## src/rtl/hazard_unit.sv

```systemverilog
// Pipeline hazard control: load-use stall plus branch/jump fetch hold until MEM resolves.
// Drives PC enable, IF/ID write/flush and the ID/EX control-zeroing bubble.
module hazard_unit #(
    parameter int CONTROL_SIZE = 8,
    parameter int RESOLVE_LAT  = 2,
    parameter int CNT_W        = 16
) (
    input  logic                    clock,
    input  logic                    reset,
    input  logic [CONTROL_SIZE-1:0] idControl,
    input  logic                    idIsJump,
    input  logic [4:0]              idRs,
    input  logic [4:0]              idRt,
    input  logic                    idUsesRt,
    input  logic [CONTROL_SIZE-1:0] exControl,
    input  logic [4:0]              exRt,
    input  logic                    branchDone,
    output logic                    pcWrite,
    output logic                    ifIdWrite,
    output logic                    ifIdFlush,
    output logic                    idExBubble,
    output logic                    resolveErr,
    output logic [CNT_W-1:0]        stallCycles
);

    typedef enum logic {RUN, BR_WAIT} state_t;

    localparam logic [1:0] LAT = 2'(RESOLVE_LAT);

    state_t     state;
    logic [1:0] cnt;
    logic       loadUse;
    logic       isBr;
    logic       unused_ctl;

    function automatic logic [CNT_W-1:0] sat_inc(input logic [CNT_W-1:0] v);
        return (&v) ? v : v + 1'b1;
    endfunction

    assign loadUse = exControl[3] & (exRt != 5'd0) &
                     ((exRt == idRs) | (idUsesRt & (exRt == idRt)));
    assign isBr    = idControl[5] | idIsJump;

    // Only MemRead of EX and Branch of ID matter for hazard decisions.
    assign unused_ctl = ^{idControl, exControl};

    always_comb begin
        pcWrite    = 1'b1;
        ifIdWrite  = 1'b1;
        ifIdFlush  = 1'b0;
        idExBubble = 1'b0;
        if (state == BR_WAIT) begin
            pcWrite    = branchDone;
            ifIdFlush  = 1'b1;
            idExBubble = 1'b1;
        end else if (loadUse) begin
            pcWrite    = 1'b0;
            ifIdWrite  = 1'b0;
            idExBubble = 1'b1;
        end
    end

    always_ff @(posedge clock or negedge reset) begin
        if (!reset) begin
            state       <= RUN;
            cnt         <= 2'd0;
            resolveErr  <= 1'b0;
            stallCycles <= '0;
        end else begin
            if (!pcWrite)
                stallCycles <= sat_inc(stallCycles);
            case (state)
                RUN: begin
                    // A pending load-use stall holds the branch in ID; it issues next cycle.
                    if (!loadUse && isBr) begin
                        state <= BR_WAIT;
                        cnt   <= LAT;
                    end
                end
                BR_WAIT: begin
                    if (branchDone) begin
                        state <= RUN;
                    end else begin
                        cnt <= cnt - 2'd1;
                        if (cnt == 2'd1) begin
                            resolveErr <= 1'b1;
                            state      <= RUN;
                        end
                    end
                end
                default: state <= RUN;
            endcase
        end
    end

endmodule

```

## config.mk

```make
export PLATFORM = sky130hd
export DESIGN_NAME = hazard_unit
export DESIGN_NICKNAME = d
export VERILOG_FILES = /design/src/rtl/hazard_unit.sv
export SDC_FILE = /design/constraint.sdc
export NUM_CORES = 1
export LEC_CHECK = 0
export CORE_MARGIN = 2
export CORE_UTILIZATION = 35
export DETAILED_ROUTE_END_ITERATION = 6
export MAX_ROUTING_LAYER = met4
export PLACE_DENSITY = 0.75
export SYNTH_ARGS = -nofsm -noshare
export SYNTH_HDL_FRONTEND = slang
export SYNTH_SLANG_ARGS = --single-unit
```

## constraint.sdc

```tcl
create_clock -name clock -period 2 [get_ports clock]
set_clock_uncertainty 0.15 [all_clocks]
set_input_delay 0.4 -clock clock [delete_from_list [all_inputs] [get_ports clock]]
set_output_delay 0.4 -clock clock [all_outputs]
set_load 0.01 [all_outputs]
```

==> results.md, run 1 <==
* Compound-gate portion of the synthesized area at 8.231%
* Total CTS buffers at 3
* Register area at 500.5 sq um
* Residual DRC count at 0
* Relative slew slack at 77.95%
* Crit path max fanout at 3
* Filler Cell Count at 272
* Peak supply drop at 1.005 mV
* Worst hold-check path type: in2async
* Critical Path AT at 1560 ps
* Die H at 60.69 um
* Critical Path Sink Type: primary output
* Simple-gate area share of the yosys netlist at 22.69%
* Placer Congestion at 0.8792
* Xor/xnor share of the synthesized area at 20.24%
* H-Tree Depth at 1
* Post-layout min period at 2108 ps
* Global-route usage over all layers at 17.71%
* Multi-input logic area at 681.9 sq um
* Port buffer count at 42
* Sequential area share after synthesis at 44.49%
* Gr ovfl total at 0
* #FFs+latches synth at 20
* Placed insts at 214
* CP Class: in2out
* Routed vias/inst at 4.848
* RSZ-0062 raised after global routing: yes
* Largest family of logic cells by synthesized area: simple AND/OR/NAND/NOR gates
* Detailed Routing Iterations Pass 1 at 4
* Hold buffer count at cts at 0
* IO Pins at 57
* Area Overhead vs Synth at 70.75%
* Setup ws final at -108.4 ps
* Crit path launch type: primary input
* Initial core utilization at 36.84%
* Post-Route WL at 3.104 mm
* Post-route ant nets at 0
* CORE AREA at 3053 sq um
* Synth warnings at 0
* Wirelength per Cell at 13.92 um
* Avg Inst Size Synth at 10.61 sq um
* Fin Setup TNS at -340.8 ps
* Pwr dens at 885.9 nW/um^2
* Finish-stage setup viols at 5
* Root buffer cell: clkbuf_4
* Maximum root-to-sink buffer count at 2
* Cell Count, Final, Fillers Out at 223
* Fin. Hold Viols at 0
* Critical Path RT at 1450 ps
* Violated checks: negative setup slack
* DRT iter0 DRCs at 27
* Final slew viol count at 0
* Count of cell types in the netlist at 30
* DR vias at 1081
* Reg clk slew, reported paths at 120 ps
* Layout cell share with drive strength beyond 1 at 31.84%
* Die area at 3683 sq um
* Site row count at 20
* TritonCTS clock tree: built
* Worst-Skew Late Latency at 310 ps
* First-pass GRT wire length at 4.767 mm
* Cells after synthesis at 106
* Initial antenna violation count at 0
* Max frequency at 474.3 MHz
* Adder-cell area share of the yosys netlist at 2.225%
* Width of the die at 60.69 um
* Syn Nets at 144
* Number of diodes at 0
* Actual slew at the worst max-slew pin at 330.8 ps
* Vias in the first global route at 1091
* Status: finished, violations left
* Clk sinks at 20
* # Max-Cap Violations at 0
* Mapped cell area at 1125 sq um
* Mux contribution to synthesized area at 1.001%
* Reported leakage power at 0.8681 nW
* DPL Wire Length at 2.254 mm
* Tcrit/Tclk final at 105.4%
* Fin nets at 218
* Largest net degree at the start of global routing at 21
-- metrics by stage --
stage	setup slack (ps)	power [W]	hold slack [ps]	utilization [%]	area, sq um
3_5_place_dp	-887.3	0.001327	299.1	57.91	1768
2_1_floorplan	40.95	0.0008917	-45.59	-	1125
4_1_cts	-74.04	0.001678	269.4	61.27	1871
6_report	-108.4	0.001701	261.4	62.91	1921
3_3_place_gp	-871.3	0.001298	294.5	57.91	1768
5_1_grt	-153.2	0.001807	271.6	62.91	1921
-- final timing paths --
check,start,to,slack [ps],depth (start not counted)
max,exRt[2],idExBubble,-110,6
min,reset,stallCycles[9],260,2
max reg2reg,stallCycles[13],stallCycles[1],-10,6
min reg2reg,resolveErr,resolveErr,330,1
max in group asynchronous,reset,stallCycles[3],1220,2
min in group clock,resolveErr,resolveErr,330,1
-- cells in the final DEF, fill, tap and decap left out, types with 2 or more instances in the layout --
master / Yosys / final
and2_1: 3 / 3
buf_2: 1 / 3
nor3_1: 3 / 2
o21ai_4: 0 / 2
clkbuf_4: 0 / 3
xnor2_1: 11 / 10
nand2_1: 6 / 6
nand4_1: 5 / 5
o21ai_0: 4 / 2
o21ai_1: 3 / 3
and3_1: 3 / 3
xor2_1: 15 / 14
ha_1: 2 / 2
and4_1: 2 / 2
buf_6: 0 / 8
dfrtp_1: 20 / 20
nor2_1: 6 / 5
clkdlybuf4s50_1: 0 / 24
dlygate4sd2_1: 0 / 6
buf_4: 0 / 26
nand3_1: 6 / 6
inv_1: 2 / 2
nor4b_4: 1 / 2
-- registers in the layout, summed over array words and instances (netlist names) --
name and cells:
stallCycles 16, resolveErr 1, state 1, cnt 2
-- report_power, final --
group / switching (W) / internal [W] / total [W]
Sequential: 0.0000807 / 0.000501 / 0.000581
Combinational: 0.000343 / 0.000441 / 0.000784
Clock: 0.000134 / 0.000203 / 0.000336
Total: 0.000558 / 0.00114 / 0.00170
-- synthesized netlist by cell type --
master / count / area (sq um)
ha_1: 2 / 25.02
nor4b_2: 1 / 15.01
a32oi_1: 1 / 8.760
nand2_1: 6 / 22.52
or3_1: 1 / 6.260
nor2_1: 6 / 22.52
a21o_1: 1 / 7.510
xor2_1: 15 / 131.4
nand3_1: 6 / 30.03
or4_1: 1 / 7.510
nor4b_4: 1 / 23.77
o21a_4: 1 / 15.01
buf_2: 1 / 5.000
o21ai_0: 4 / 20.02
and2_1: 3 / 18.77
a31oi_1: 1 / 6.260
nand2b_1: 1 / 6.260
dfrtp_1: 20 / 500.5
nor4_2: 1 / 12.51
nor3_1: 3 / 15.01
nand4_1: 5 / 31.28
o21bai_1: 1 / 7.510
o211ai_2: 1 / 12.51
and3_1: 3 / 18.77
xnor2_1: 11 / 96.34
and4_1: 2 / 17.52
inv_1: 2 / 7.510
o21ai_1: 3 / 15.01
nor3b_1: 1 / 7.510
mux2_1: 1 / 11.26
-- cell families after synthesis --
| kind of cell | count (synthesis) |
|---|---|
| flops | 20 |
| simple gates | 41 |
| compound gates | 13 |
| mux | 1 |
| xor+xnor | 26 |
| buf+inv | 3 |
| fa+ha+maj | 2 |
-- worst max-delay path, stage by stage --
cell and delay [ps]:
buf_6 100, or4_4 560, o21ai_4 170, buf_6 110
o21ai_1 60, buf_2 150
-- routing by layer --
layer | up-vias | track usage (%) | part of all wire [%]
met4 | 0 | 2.795 | 1.1
met3 | 4 | 5.117 | 4.3
li1 | 516 | - | -
met1 | 531 | 20.66 | 42
met2 | 30 | 30.72 | 52
met5 | - | - | 0
-- layout make-up --
class,count,area share (%)
multi-input combinational,83,35.50
timing repair buffer,70,32.44
inverter,2,0.3909
sequential,20,26.06
clock buffer,3,1.173
clock inverter,1,1.564
tap,44,2.866
-- repair_timing --
action                     4_1_cts  5_1_grt
pin swaps                       17        6
setup endpoints to repair       22       12
buffers inserted                 4        2
gates resized for setup         67        9
Note: power is estimated with default switching activity, not from simulation.
==> inputs of run 2 (changes only) <==
CORE_UTILIZATION = 39   (was 35)
PLACE_DENSITY = 0.79   (was 0.75)
clock period = 2.1 ns   (was 2 ns; I/O delays follow)
==> results.md, run 2 (synthesized netlist as in run 1, its figures left out) <==
* Gr ovfl total at 0 (unchanged)
* Width of the die at 57.71 um (-4.9%)
* DRT iter0 DRCs at 30 (+11%)
* Core Util, Final at 63.29% (+0.38 points)
* Reg clk slew, reported paths at 120 ps (about the same)
* DR vias at 1006 (-6.9%)
* Actual slew at the worst max-slew pin at 257.5 ps (-73.29 ps)
* RSZ-0062 raised after global routing: yes
* Commonest non-fill, non-tap cell in the layout: clkdlybuf4s50_1
* Global-route usage over all layers at 18.20% (+0.49 points)
* Max stage delay cell, worst path: dlygate4sd2_1
* Residual DRC count at 0 (unchanged)
* Setup ws final at -88.08 ps (+20.31 ps)
* Detailed Routing Iterations Pass 1 at 4 (unchanged)
* Root buffer cell: clkbuf_4
* Reg-to-reg startpoint: stallCycles[12]
* Relative slew slack at 82.72% (+4.8 points)
* Largest register FFs at 16 (unchanged)
* Reg2reg setup slack at 160 ps (+170 ps)
* Clk sinks at 20 (unchanged)
* M1 WL at 1.128 mm (-14%)
* Reported leakage power at 0.7697 nW (-11%)
* Post-layout min period at 2188 ps
* Routed vias/inst at 5.159 (+6.4%)
* Tcrit/Tclk final at 104.2%
* Crit. Startpoint: exRt[0]
* Final slew viol count at 0 (unchanged)
* First-pass GRT wire length at 4.526 mm (-5.1%)
* Critical Path Sink Type: primary output
* Fin nets at 203 (-6.9%)
* Pre-CTS setup slack at -844.3 ps (+43.00 ps)
* Initial core utilization at 40.79% (+3.9 points)
* Highest metal used: met4
* CORE AREA at 2758 sq um (-9.7%)
* H-Tree Depth at 1 (unchanged)
* R2r endpoint: stallCycles[3]
* Maximum root-to-sink buffer count at 2 (unchanged)
* Fin. Hold Viols at 0 (unchanged)
* Layout cell share with drive strength beyond 1 at 24.39% (-7.5 points)
* Total CTS buffers at 3 (unchanged)
* Finish-stage setup viols at 3 (-2)
* Largest register by flop count: stallCycles
* Worst hold-check path type: in2async
* Most frequent cells in the layout: clkdlybuf4s50_1 (24), dfrtp_1 (20), xor2_1 (14)
* Max frequency at 457.0 MHz
* Crit path launch type: primary input
* Largest net degree at the start of global routing at 21 (unchanged)
* Worst-Skew Late Latency at 300 ps (about the same)
* Crit path max fanout at 3 (unchanged)
* Wirelength per Cell at 13.61 um (-2.3%)
* DPL Wire Length at 2.136 mm (-5.2%)
* Vias in the first global route at 972 (-11%)
* Post-route ant nets at 0 (unchanged)
* Worst path max stage delay at 280 ps (-280 ps)
* Initial antenna violation count at 0 (unchanged)
* Peak supply drop at 0.9535 mV (-5.2%)
* Number of diodes at 0 (unchanged)
* Reg2reg path depth at 7 (+1)
* Fin Setup TNS at -155.0 ps (+185.8 ps)
* Post-Route WL at 2.653 mm (-15%)
* TritonCTS clock tree: built
* IO Pins at 57 (unchanged)
* Die area at 3330 sq um (-9.6%)
* Critical Path RT at 1530 ps (+80 ps)
* Die H at 57.71 um (-4.9%)
* Pwr dens at 856.8 nW/um^2 (-3.3%)
* Critical Path AT at 1620 ps (+60 ps)
* Placer Congestion at 0.7540 (-14%)
* Worst setup endpoint: pcWrite
* Area Overhead vs Synth at 55.17%
* Met2 WL at 1.378 mm (-15%)
* Pwr Total at 0.001496 W (-12%)
* Wire length on met3 at 116 um (-12%)
* CP Class: in2out
* Port buffer count at 42 (unchanged)
* Status: finished, violations left
* Site row count at 19 (-5.0%)
* Largest registers: stallCycles: 16 flops, cnt: 2 flops
* Violated checks: negative setup slack
* Hold buffer count at cts at 0 (unchanged)
* # Max-Cap Violations at 0 (unchanged)
* CP cell instances: dlygate4sd2_1 -> xor2_1 -> nor3_2 -> a32oi_2 -> buf_4 -> o21a_4 -> buf_6
[run 2: cell count changes in the layout (fill, tap and decap cells not counted), sizes merged]
cell / change
buf: -16
clkbuf: -1
clkdlybuf4s15: +1
dlygate4sd2: +1
[run 2: how the worst min path moves through the flow]
stage,slack [ps],startpoint,end
CTS,280,reset,stallCycles[9]
finish,290,reset,stallCycles[11]
global placement,300,resolveErr,resolveErr
floorplan,-30,reset,cnt[0]
detailed placement,300,resolveErr,resolveErr
global route,300,reset,stallCycles[7]
[run 2: stage by stage]
step	area, sq um	instances	hold WS [ps]
after floorplan	1125	106	-25.59
after global placement	1662	189	295.8
after detailed placement	1662	189	303.7
after CTS	1730	195	282.2
after global routing	1745	195	300.1
final	1745	195	285.6
[run 2: routing by layer]
metal | track usage, % | vias up
li1 | - | 492
met1 | 22.40 | 482
met2 | 30.52 | 28
met3 | 4.241 | 4
met4 | 3.987 | 0
met5 | - | -
[run 2: worst max-delay path: cells and delay by family]
kind	cells	cell delay, ps
AND/OR/NAND/NOR	1	180
AO/OA/AOI/OAI	2	280
XOR/XNOR	1	180
buffers and inverters	3	570
[run 2: area by class of cell]
type,instances,area [sq um]
Fill cell,228,1012
Multi-Input combinational cell,83,661.9
Sequential cell,20,500.5
Timing Repair Buffer,55,484.2
Tap cell,31,38.79
Clock inverter,1,30.03
Clock buffer,3,22.52
Inverter,2,7.507
[run 2: repair_timing]
item | in CTS | in global routing
pin swaps | 12 | 0
endpoints found under the setup margin | 22 | 5
resized for setup | 58 | 4
setup buffers | 2 | 0
[run 2: where the power goes]
group          internal (W)  switching, W
clock network      0.000193      0.000118
logic              0.000336      0.000265
registers          0.000477      0.000106
total               0.00101      0.000490
